===== src/rtl/jk_seq_pkg.sv =====
// Shared definitions for the JK command sequencer: op codes, FSM state
// encoding and the op -> {j,k} drive decode.
package jk_seq_pkg;

  localparam logic [1:0] OP_HOLD   = 2'b00;
  localparam logic [1:0] OP_RESET  = 2'b01;
  localparam logic [1:0] OP_SET    = 2'b10;
  localparam logic [1:0] OP_TOGGLE = 2'b11;

  typedef enum logic {
    ST_IDLE = 1'b0,
    ST_RUN  = 1'b1
  } seq_state_e;

  // Returns {j, k} for a command op.
  function automatic logic [1:0] op_to_jk(input logic [1:0] op);
    logic [1:0] jk;
    jk = 2'b00;
    case (op)
      OP_HOLD:   jk = 2'b00;
      OP_RESET:  jk = 2'b01;
      OP_SET:    jk = 2'b10;
      OP_TOGGLE: jk = 2'b11;
      default:   jk = 2'b00;
    endcase
    return jk;
  endfunction

endpackage


===== src/rtl/jk_cmd_fifo.sv =====
// Synchronous first-word-fall-through command FIFO, DEPTH x W.
// Pointers carry one extra wrap bit so full and empty are distinguishable.
module jk_cmd_fifo
  import jk_seq_pkg::*;
#(
  parameter int DEPTH = 4,
  parameter int W     = 10
) (
  input  logic         clock,
  input  logic         reset,
  input  logic         push,
  input  logic [W-1:0] wdata,
  input  logic         pop,
  output logic [W-1:0] rdata,
  output logic         full,
  output logic         empty
);

  localparam int AW = $clog2(DEPTH);

  logic [W-1:0] mem_q [DEPTH];
  logic [AW:0]  wr_ptr_q;
  logic [AW:0]  rd_ptr_q;
  logic         push_ok;
  logic         pop_ok;

  assign full    = (wr_ptr_q[AW] != rd_ptr_q[AW]) &&
                   (wr_ptr_q[AW-1:0] == rd_ptr_q[AW-1:0]);
  assign empty   = (wr_ptr_q == rd_ptr_q);
  // A push while full is refused even when a pop lands in the same cycle.
  assign push_ok = push && !full;
  assign pop_ok  = pop && !empty;
  assign rdata   = mem_q[rd_ptr_q[AW-1:0]];

  always_ff @(posedge clock) begin
    if (reset) begin
      wr_ptr_q <= '0;
      rd_ptr_q <= '0;
    end else begin
      if (push_ok) wr_ptr_q <= wr_ptr_q + (AW+1)'(1);
      if (pop_ok)  rd_ptr_q <= rd_ptr_q + (AW+1)'(1);
    end
  end

  always_ff @(posedge clock) begin
    if (push_ok) mem_q[wr_ptr_q[AW-1:0]] <= wdata;
  end

endmodule


===== src/rtl/jk_cmd_sequencer.sv =====
// Command-driven j/k stimulus for a JK flip-flop with a cycle-accurate q model.
// Define JK_SEQ_CHECK_EN to build the q_fb checker (mismatch / err_cnt).
module jk_cmd_sequencer
  import jk_seq_pkg::*;
#(
  parameter int DEPTH = 4,
  parameter int CNT_W = 8
) (
  input  logic             clock,
  input  logic             reset,
  input  logic             cmd_valid,
  output logic             cmd_ready,
  input  logic [1:0]       cmd_op,
  input  logic [CNT_W-1:0] cmd_len,
  output logic             j,
  output logic             k,
  output logic             busy,
  output logic             done,
  output logic             q_exp,
  input  logic             q_fb,
  output logic             mismatch,
  output logic [7:0]       err_cnt,
  output seq_state_e       dbg_state
);

  localparam int FW = 2 + CNT_W;

  // Handshake: a command transfers at a rising edge where cmd_valid and
  // cmd_ready are both high; cmd_ready depends only on FIFO fullness.
  seq_state_e       state_q;
  logic             j_q, k_q, done_q, q_exp_q;
  logic [CNT_W-1:0] rem_q;
  logic [FW-1:0]    head;
  logic [1:0]       head_op;
  logic [CNT_W-1:0] head_len;
  logic [1:0]       head_jk;
  logic             fifo_full, fifo_empty, pop;

  assign head_op  = head[FW-1 -: 2];
  assign head_len = head[CNT_W-1:0];
  assign head_jk  = op_to_jk(head_op);
  assign pop      = !fifo_empty && ((state_q == ST_IDLE) || (rem_q == '0));

  jk_cmd_fifo #(.DEPTH(DEPTH), .W(FW)) u_fifo (
    .clock (clock),
    .reset (reset),
    .push  (cmd_valid),
    .wdata ({cmd_op, cmd_len}),
    .pop   (pop),
    .rdata (head),
    .full  (fifo_full),
    .empty (fifo_empty)
  );

  always_ff @(posedge clock) begin
    if (reset) begin
      state_q <= ST_IDLE;
      j_q     <= 1'b0;
      k_q     <= 1'b0;
      done_q  <= 1'b0;
      rem_q   <= '0;
    end else begin
      case (state_q)
        ST_IDLE: begin
          if (!fifo_empty) begin
            {j_q, k_q} <= head_jk;
            rem_q      <= head_len;
            done_q     <= (head_len == '0);
            state_q    <= ST_RUN;
          end else begin
            j_q    <= 1'b0;
            k_q    <= 1'b0;
            done_q <= 1'b0;
          end
        end
        ST_RUN: begin
          if (rem_q != '0) begin
            rem_q  <= rem_q - CNT_W'(1);
            done_q <= (rem_q == CNT_W'(1));
          end else if (!fifo_empty) begin
            // Chain straight into the next command: no idle bubble.
            {j_q, k_q} <= head_jk;
            rem_q      <= head_len;
            done_q     <= (head_len == '0);
          end else begin
            j_q     <= 1'b0;
            k_q     <= 1'b0;
            done_q  <= 1'b0;
            state_q <= ST_IDLE;
          end
        end
        default: state_q <= ST_IDLE;
      endcase
    end
  end

  always_ff @(posedge clock) begin
    if (reset) q_exp_q <= 1'b0;
    else       q_exp_q <= (j_q & ~q_exp_q) | (~k_q & q_exp_q);
  end

  assign cmd_ready = !fifo_full;
  assign j         = j_q;
  assign k         = k_q;
  assign busy      = (state_q == ST_RUN);
  assign done      = done_q;
  assign q_exp     = q_exp_q;
  assign dbg_state = state_q;

`ifdef JK_SEQ_CHECK_EN
  logic       armed_q, mismatch_q;
  logic [7:0] err_cnt_q;

  // The flip-flop powers up unknown; only a completed RESET/SET cycle makes q known.
  always_ff @(posedge clock) begin
    if (reset) begin
      armed_q    <= 1'b0;
      mismatch_q <= 1'b0;
      err_cnt_q  <= '0;
    end else begin
      if ((state_q == ST_RUN) && (j_q ^ k_q)) armed_q <= 1'b1;
      if (armed_q && (q_fb != q_exp_q)) begin
        mismatch_q <= 1'b1;
        if (err_cnt_q != 8'hFF) err_cnt_q <= err_cnt_q + 8'd1;
      end
    end
  end

  assign mismatch = mismatch_q;
  assign err_cnt  = err_cnt_q;
`else
  logic unused_q_fb;
  assign unused_q_fb = q_fb;
  assign mismatch    = 1'b0;
  assign err_cnt     = '0;
`endif

endmodule


===== config.mk =====
export PLATFORM = sky130hd
export DESIGN_NAME = jk_cmd_sequencer
export DESIGN_NICKNAME = d
export VERILOG_FILES = /design/src/rtl/jk_seq_pkg.sv /design/src/rtl/jk_cmd_fifo.sv /design/src/rtl/jk_cmd_sequencer.sv
export SDC_FILE = /design/constraint.sdc
export NUM_CORES = 1
export LEC_CHECK = 0
export ABC_CLOCK_PERIOD_IN_PS = 2300
export CORE_ASPECT_RATIO = 0.7
export CORE_MARGIN = 10
export CORE_UTILIZATION = 45
export DETAILED_ROUTE_END_ITERATION = 8
export GPL_ROUTABILITY_DRIVEN = 0
export PLACE_DENSITY = 0.7
export SLEW_MARGIN = 20
export SYNTH_ARGS = -nofsm -noshare
export SYNTH_HDL_FRONTEND = slang
export SYNTH_SLANG_ARGS = --single-unit

===== constraint.sdc =====
create_clock -name clock -period 2.3 [get_ports clock]
set_clock_uncertainty 0.05 [all_clocks]
set_input_delay 0.69 -clock clock [delete_from_list [all_inputs] [get_ports clock]]
set_output_delay 0.69 -clock clock [all_outputs]
set_load 0.02 [all_outputs]

==> results.ini, run 1 <==
[run_status]
run_status = finished clean

[timing]
rsz0062_at_grt = false
hold_slack_ns = 0.474
slew_violations = 0
layout_setup_ws_ns = 0.0813
min_period_ns = 2.22
setup_viol = 0
fmax_mhz = 451
hold_violations = 0
min_period_over_period = 0.965
fin_setup_tns_ns = 0

[grt]
grt_pass1_vias = 1613
grt_pass1_wl_um = 7960
overflow = 0
grt.total_usage = 0.108
antenna_found_initial = 0
grt_start_max_net_pins = 17

[critical_path]
setup.worst_path.start = busy
worst_path_max_delay_cell = clkdlybuf4s50_1
crit_fanout = 8
crit_path_cell_trace = clkdlybuf4s50_1
slowest_delay_ns = 0.67
worst-path-buf-inv = 1
worst_setup_path_end_kind = output port
path_class = reg -> out
cp_data_required_time_ns = 1.56
crit_arrival_ns = 1.48
cp_top_family = buffers and inverters
critical_path.startpoint_type = flop
r2r_start = rem_q[0]

[clocking]
clkSinkCount = 61
insertion_delay_ns = 0.33
cts_tree = built
cts_buffer_depth = 2
htreeDepth = 3
clkTransAtPathRegs_ns = 0.07
cts-buffers-inserted = 9
clockRootBuffer = clkbuf_8

[floorplan]
core_um2 = 5730
die_h_um = 84.3
die-area_um2 = 9420
start_util = 0.463
rows = 23
io_pins = 30
fp.dieW_um = 112

[yosys]
ys_types = 41
synth_ff_type = edfxtp_1
yosysMostFrequentCell = edfxtp_1
synth-seq-area-share = 0.611
synth_warnings = 0
synth_common_cells = 40 x edfxtp_1, 21 x dfxtp_1, 16 x nor2_1
yosysTopAreaCell = edfxtp_1
synth_seq_cells = 61
synth_top_area_frac = 0.453
postSynthAreaPerCell_um2 = 14.0
async_flop_share = 0
synth-edff-count = 40
synth_area_leaders = edfxtp_1 45%, dfxtp_1 16%, mux4_2 8.5%, ha_1 3.8%, buf_4 2.8%
synth_area_um2 = 2650
netlist_instances = 189

[layout]
drive_above_1_share = 0.203
nets = 244
area_growth_pct = 20.6
diodes = 0
num-fill-cells = 458

[pwr]
worst_ir_drop_vdd_mv = 0.540
p_per_area_nw_per_um2 = 1170
leakage_nw = 1.12

[place]
dp_slack_ns = 0.0149
port_buffers = 19
dp_hpwl_um = 3280

[flow_run]
maxCapViolCount = 0

[min_path]
min_from = q_exp
min_path_type = reg -> reg

[route]
wl_per_cell_um = 15.5
vias_per_cell = 5.10
drt_iter0_drc = 98
num_vias = 1539
drc = 0
ant_nets = 0
drtPass1Iterations = 4
wirelength_um = 4690

stage by stage:
stage | cell area (µm²) | instances | utilization | total power [W]
3_3_place_gp | 2980 | 285 | 0.520 | 0.00273
5_1_grt | 3200 | 302 | 0.559 | 0.00400
4_1_cts | 3200 | 302 | 0.559 | 0.00378
3_5_place_dp | 2980 | 285 | 0.520 | 0.00273
2_1_floorplan | 2680 | 197 | - | 0.00244
6_report | 3200 | 302 | 0.559 | 0.00375
cells by family (layout without fill, tap and decap cells):
logic type	count (synthesis)	in the layout	synth area share
AND/OR/NAND/NOR	53	53	0.105
buffers and inverters	23	53	0.0528
multiplexers	12	12	0.0924
other	1	9	0.00141
XOR/XNOR	9	9	0.0354
flip-flops	61	61	0.611
AO/OA/AOI/OAI	22	22	0.0641
adder cells (fa/ha/maj)	8	8	0.0377
registers in the layout, indices dropped and copies added, names as in the netlist, named ones only:
register	count
k	1
rem_q	8
u_fifo.rd_ptr_q	3
busy	1
u_fifo.wr_ptr_q	3
u_fifo.mem_q	40
done	1
j	1
q_exp	1
layout by cell type (no fill, tap or decap), types with 2 or more instances in the layout:
cell type        count
o211ai_1             2
buf_4                7
mux4_2              10
buf_12               4
nor3_1               3
nand2_1              8
xnor2_2              2
xnor2_1              4
bufinv_16            2
mux2i_1              2
nor2_1              16
inv_1                7
nand3_1              8
a22oi_1              2
clkdlybuf4s50_1     18
edfxtp_1            40
clkbuf_8             9
dfxtp_1             20
conb_1               9
a21oi_1              5
nand3_2              2
clkinv_2             2
a211oi_1             3
nor4_1               2
and2_1               5
a31oi_1              5
ha_1                 8
xor2_1               3
worst min-delay path, cell delays in order (launching register included):
cell	delay, ns
dfxtp_1	0.34
mux2i_1	0.08
nor2_1	0.07
routing by layer:
layer	wire length, µm	share of wire	vias up	global-route usage
met5	0	0	-	0
met4	55	0.012	0	0.0384
met3	431	0.092	4	0.0590
met2	2120	0.45	52	0.163
met1	2080	0.44	726	0.127
li1	-	-	757	-
final timing paths:
kind | endpoint | slack, ns | cells after the start
setup / recovery | busy | 0.08 | 1
hold / removal | q_exp | 0.47 | 2
setup reg to reg | done | 0.19 | 7
hold reg to reg | q_exp | 0.47 | 2
power breakdown:
part | total [W] | leakage [nW] | switching [W] | internal (W)
registers | 0.00148 | 0.540 | 0.000150 | 0.00133
clock network | 0.00102 | 0.107 | 0.000408 | 0.000610
logic | 0.00124 | 0.470 | 0.000671 | 0.000574
total | 0.00375 | 1.12 | 0.00123 | 0.00252
layout make-up:
class	count	area, µm²	share of cell area
tap	75	93.8	0.0293
inverter	7	26.3	0.00821
clock buffer	10	128	0.0399
timing repair buffer	30	322	0.100
sequential	61	1620	0.507
multi-input combinational	113	922	0.288
clock inverter	6	86.3	0.0270
what timing repair did:
action,CTS,global route
endpoints found under the setup margin,1,0
buffers inserted,1,0
hold buffers,0,0
resized for setup,2,0
(Power assumes the default switching activity.)
==> run 2: changes to the inputs <==
CORE_UTILIZATION = 50   (was 45)
PLACE_DENSITY = 0.76   (was 0.7)
SETUP_SLACK_MARGIN = 0.1   (was unset)
==> run 2 against run 1 <==
Non-clock buffer count grew 3. Cell area shrank 0.27%. Worst hold slack lost 0.00072 ns. First-iteration DRC count shrank 9.2%. Die area shrank 8.0%. Largest cell class unchanged. Critical path depth grew 2. Core utilization grew 5.5 points. Critical path type unchanged. Sequential share of layout area grew 0.14 points. Fmax grew 4.3%. Routed wire length grew 6.0%. Sequential power is essentially flat.
==> results.ini, run 2 (synthesis gave the netlist of run 1 again) <==
[run_status]
run_status = finished clean  ; unchanged

[layout]
area_growth_pct = 20.3  ; was 20.6%
stdcell_count = 302  ; unchanged
drive_above_1_share = 0.217  ; was 0.203
largest_reg_flops = 40  ; unchanged
post-route-util = 0.614  ; was 0.559
nets = 247  ; was 244
final_cell_mix = 40 x edfxtp_1, 20 x dfxtp_1, 16 x nor2_1, 16 x clkdlybuf4s50_1, 11 x buf_4  ; was 40 x edfxtp_1, 20 x dfxtp_1, 18 x clkdlybuf4s50_1
final_common_cell = edfxtp_1  ; unchanged
diodes = 0  ; unchanged

[pwr]
sw_frac_of_total = 0.346  ; was 0.328
p_clk_frac = 0.256  ; was 0.272
p_int_w = 0.00243  ; was 0.00252 W
leakage_nw = 1.12  ; about the same
finalPower_w = 0.00371  ; was 0.00375 W
sequentialPowerShare = 0.402  ; was 0.396
pwr-share-comb = 0.342  ; was 0.332
switching_power_w = 0.00128  ; was 0.00123 W
p_per_area_nw_per_um2 = 1160  ; was 1170 nW/µm²
worst_ir_drop_vdd_mv = 0.554  ; was 0.540 mV

[timing]
setup_viol = 0  ; unchanged
slew_violations = 0  ; unchanged
min_period_over_period = 0.925  ; was 0.965
hold_violations = 0  ; unchanged
relSlewSlack = 0.667
tightest_slew_ns = 0.499
rsz0062_at_grt = false  ; unchanged
fin_setup_tns_ns = 0  ; unchanged
fmax_mhz = 470  ; was 451 MHz
min_period_ns = 2.13  ; was 2.22 ns
layout_setup_ws_ns = 0.172  ; was 0.0813 ns

[clocking]
htreeDepth = 3  ; unchanged
cts_hold_buf = 0  ; unchanged
insertion_delay_ns = 0.34  ; was 0.33 ns
cts_buffer_depth = 2  ; unchanged
clockRootBuffer = clkbuf_8  ; unchanged
cts_tree = built  ; unchanged
clkTransAtPathRegs_ns = 0.08  ; was 0.07 ns
clkSinkCount = 61  ; unchanged
cts-buffers-inserted = 9  ; unchanged

[floorplan]
rows = 22  ; was 23
start_util = 0.510  ; was 0.463
die_h_um = 81.0  ; was 84.3 µm
fp.dieW_um = 107  ; was 112 µm
die-area_um2 = 8670  ; was 9420 µm²
io_pins = 30  ; unchanged
core_um2 = 5200  ; was 5730 µm²

[min_path]
min_path_type = reg -> reg  ; unchanged

[critical_path]
crit_arrival_ns = 1.39  ; was 1.48 ns
crit_path_cell_trace = xor2_1 -> nand3_1 -> dlygate4sd2_1  ; was clkdlybuf4s50_1
cp_top_family = flip-flops  ; was buffers and inverters
worst_path_max_delay_cell = dfxtp_1  ; was clkdlybuf4s50_1
slowest_delay_ns = 0.40  ; was 0.67 ns
cp_data_required_time_ns = 1.56  ; about the same
path_class = reg -> out  ; unchanged
worst-path-buf-inv = 1  ; unchanged
critical_path.startpoint_type = flop  ; unchanged
crit_fanout = 3  ; was 8
worst_setup_path_end_kind = output port  ; unchanged

[place]
dp.cells = 284  ; was 285
port_buffers = 19  ; unchanged
dp_slack_ns = 0.0319  ; was 0.0149 ns
dp_hpwl_um = 3560  ; was 3280 µm

[grt]
grt_start_max_net_pins = 13  ; was 17
grt_pass1_vias = 1606  ; was 1613
grt_pass1_wl_um = 8250  ; was 7960 µm
antenna_found_initial = 0  ; unchanged
grt.total_usage = 0.126  ; was 0.108
overflow = 0  ; unchanged

[route]
drtPass1Iterations = 4  ; unchanged
drt_iter0_drc = 89  ; was 98
wl_per_cell_um = 16.4  ; was 15.5 µm
ant_nets = 0  ; unchanged
drc = 0  ; unchanged
vias_per_cell = 5.12  ; was 5.10
wirelength_um = 4970  ; was 4690 µm
num_vias = 1545  ; was 1539

[flow_run]
maxCapViolCount = 0  ; unchanged

## run 2: worst register-to-register path: stages (launching register included)
cell and delay (ns):
dfxtp_1 0.33, inv_1 0.12, ha_1 0.18, or3b_1 0.43, o21a_1 0.29, a311oi_4 0.35, nand3_2 0.11, o41ai_1 0.08
## run 2: final timing paths
kind | slack (ns) | depth (start not counted) | endpoint | start
setup reg to reg | 0.25 | 7 | done | rem_q[0]
setup / recovery | 0.17 | 3 | cmd_ready | u_fifo.rd_ptr_q[2]
hold / removal | 0.47 | 2 | rem_q[7] | rem_q[7]
hold reg to reg | 0.47 | 2 | rem_q[7] | rem_q[7]
## run 2: final cells by class
| cell class | count | area [µm²] |
|---|---|---|
| Clock buffer | 10 | 128 |
| Clock inverter | 6 | 71.3 |
| Fill cell | 389 | 2010 |
| Inverter | 7 | 26.3 |
| Multi-Input combinational cell | 113 | 925 |
| Sequential cell | 61 | 1620 |
| Tap cell | 72 | 90.1 |
| Timing Repair Buffer | 33 | 329 |
## run 2: repair_timing
action / CTS / global route
setup buffers: 2 / 0
endpoints found under the setup margin: 3 / 10
gates resized for setup: 4 / 2
pin swaps: 2 / 0
## run 2: through the flow
step | instance area, µm² | hold slack (ns)
floorplan | 2680 | 0.425
global placement | 2980 | 0.446
detailed placement | 2980 | 0.462
CTS | 3190 | 0.470
global route | 3190 | 0.504
finish | 3190 | 0.473
## run 2: power by group through the flow
stage / Sequential, W / Clock [W] / Combinational [W]
6_report: 0.00149 / 0.000948 / 0.00127
5_1_grt: 0.00152 / 0.00103 / 0.00143
4_1_cts: 0.00149 / 0.000973 / 0.00126
3_5_place_dp: 0.00152 / 0 / 0.00124
3_3_place_gp: 0.00151 / 0 / 0.00122
2_1_floorplan: 0.00149 / 0 / 0.000957
## run 2: metal layers
| layer | GRT usage | vias to the layer above | share of wire |
|---|---|---|---|
| met5 | 0 | - | 0 |
| li1 | - | 760 | - |
| met2 | 0.196 | 48 | 0.46 |
| met4 | 0.0526 | 0 | 0.010 |
| met3 | 0.0490 | 5 | 0.062 |
| met1 | 0.154 | 732 | 0.46 |
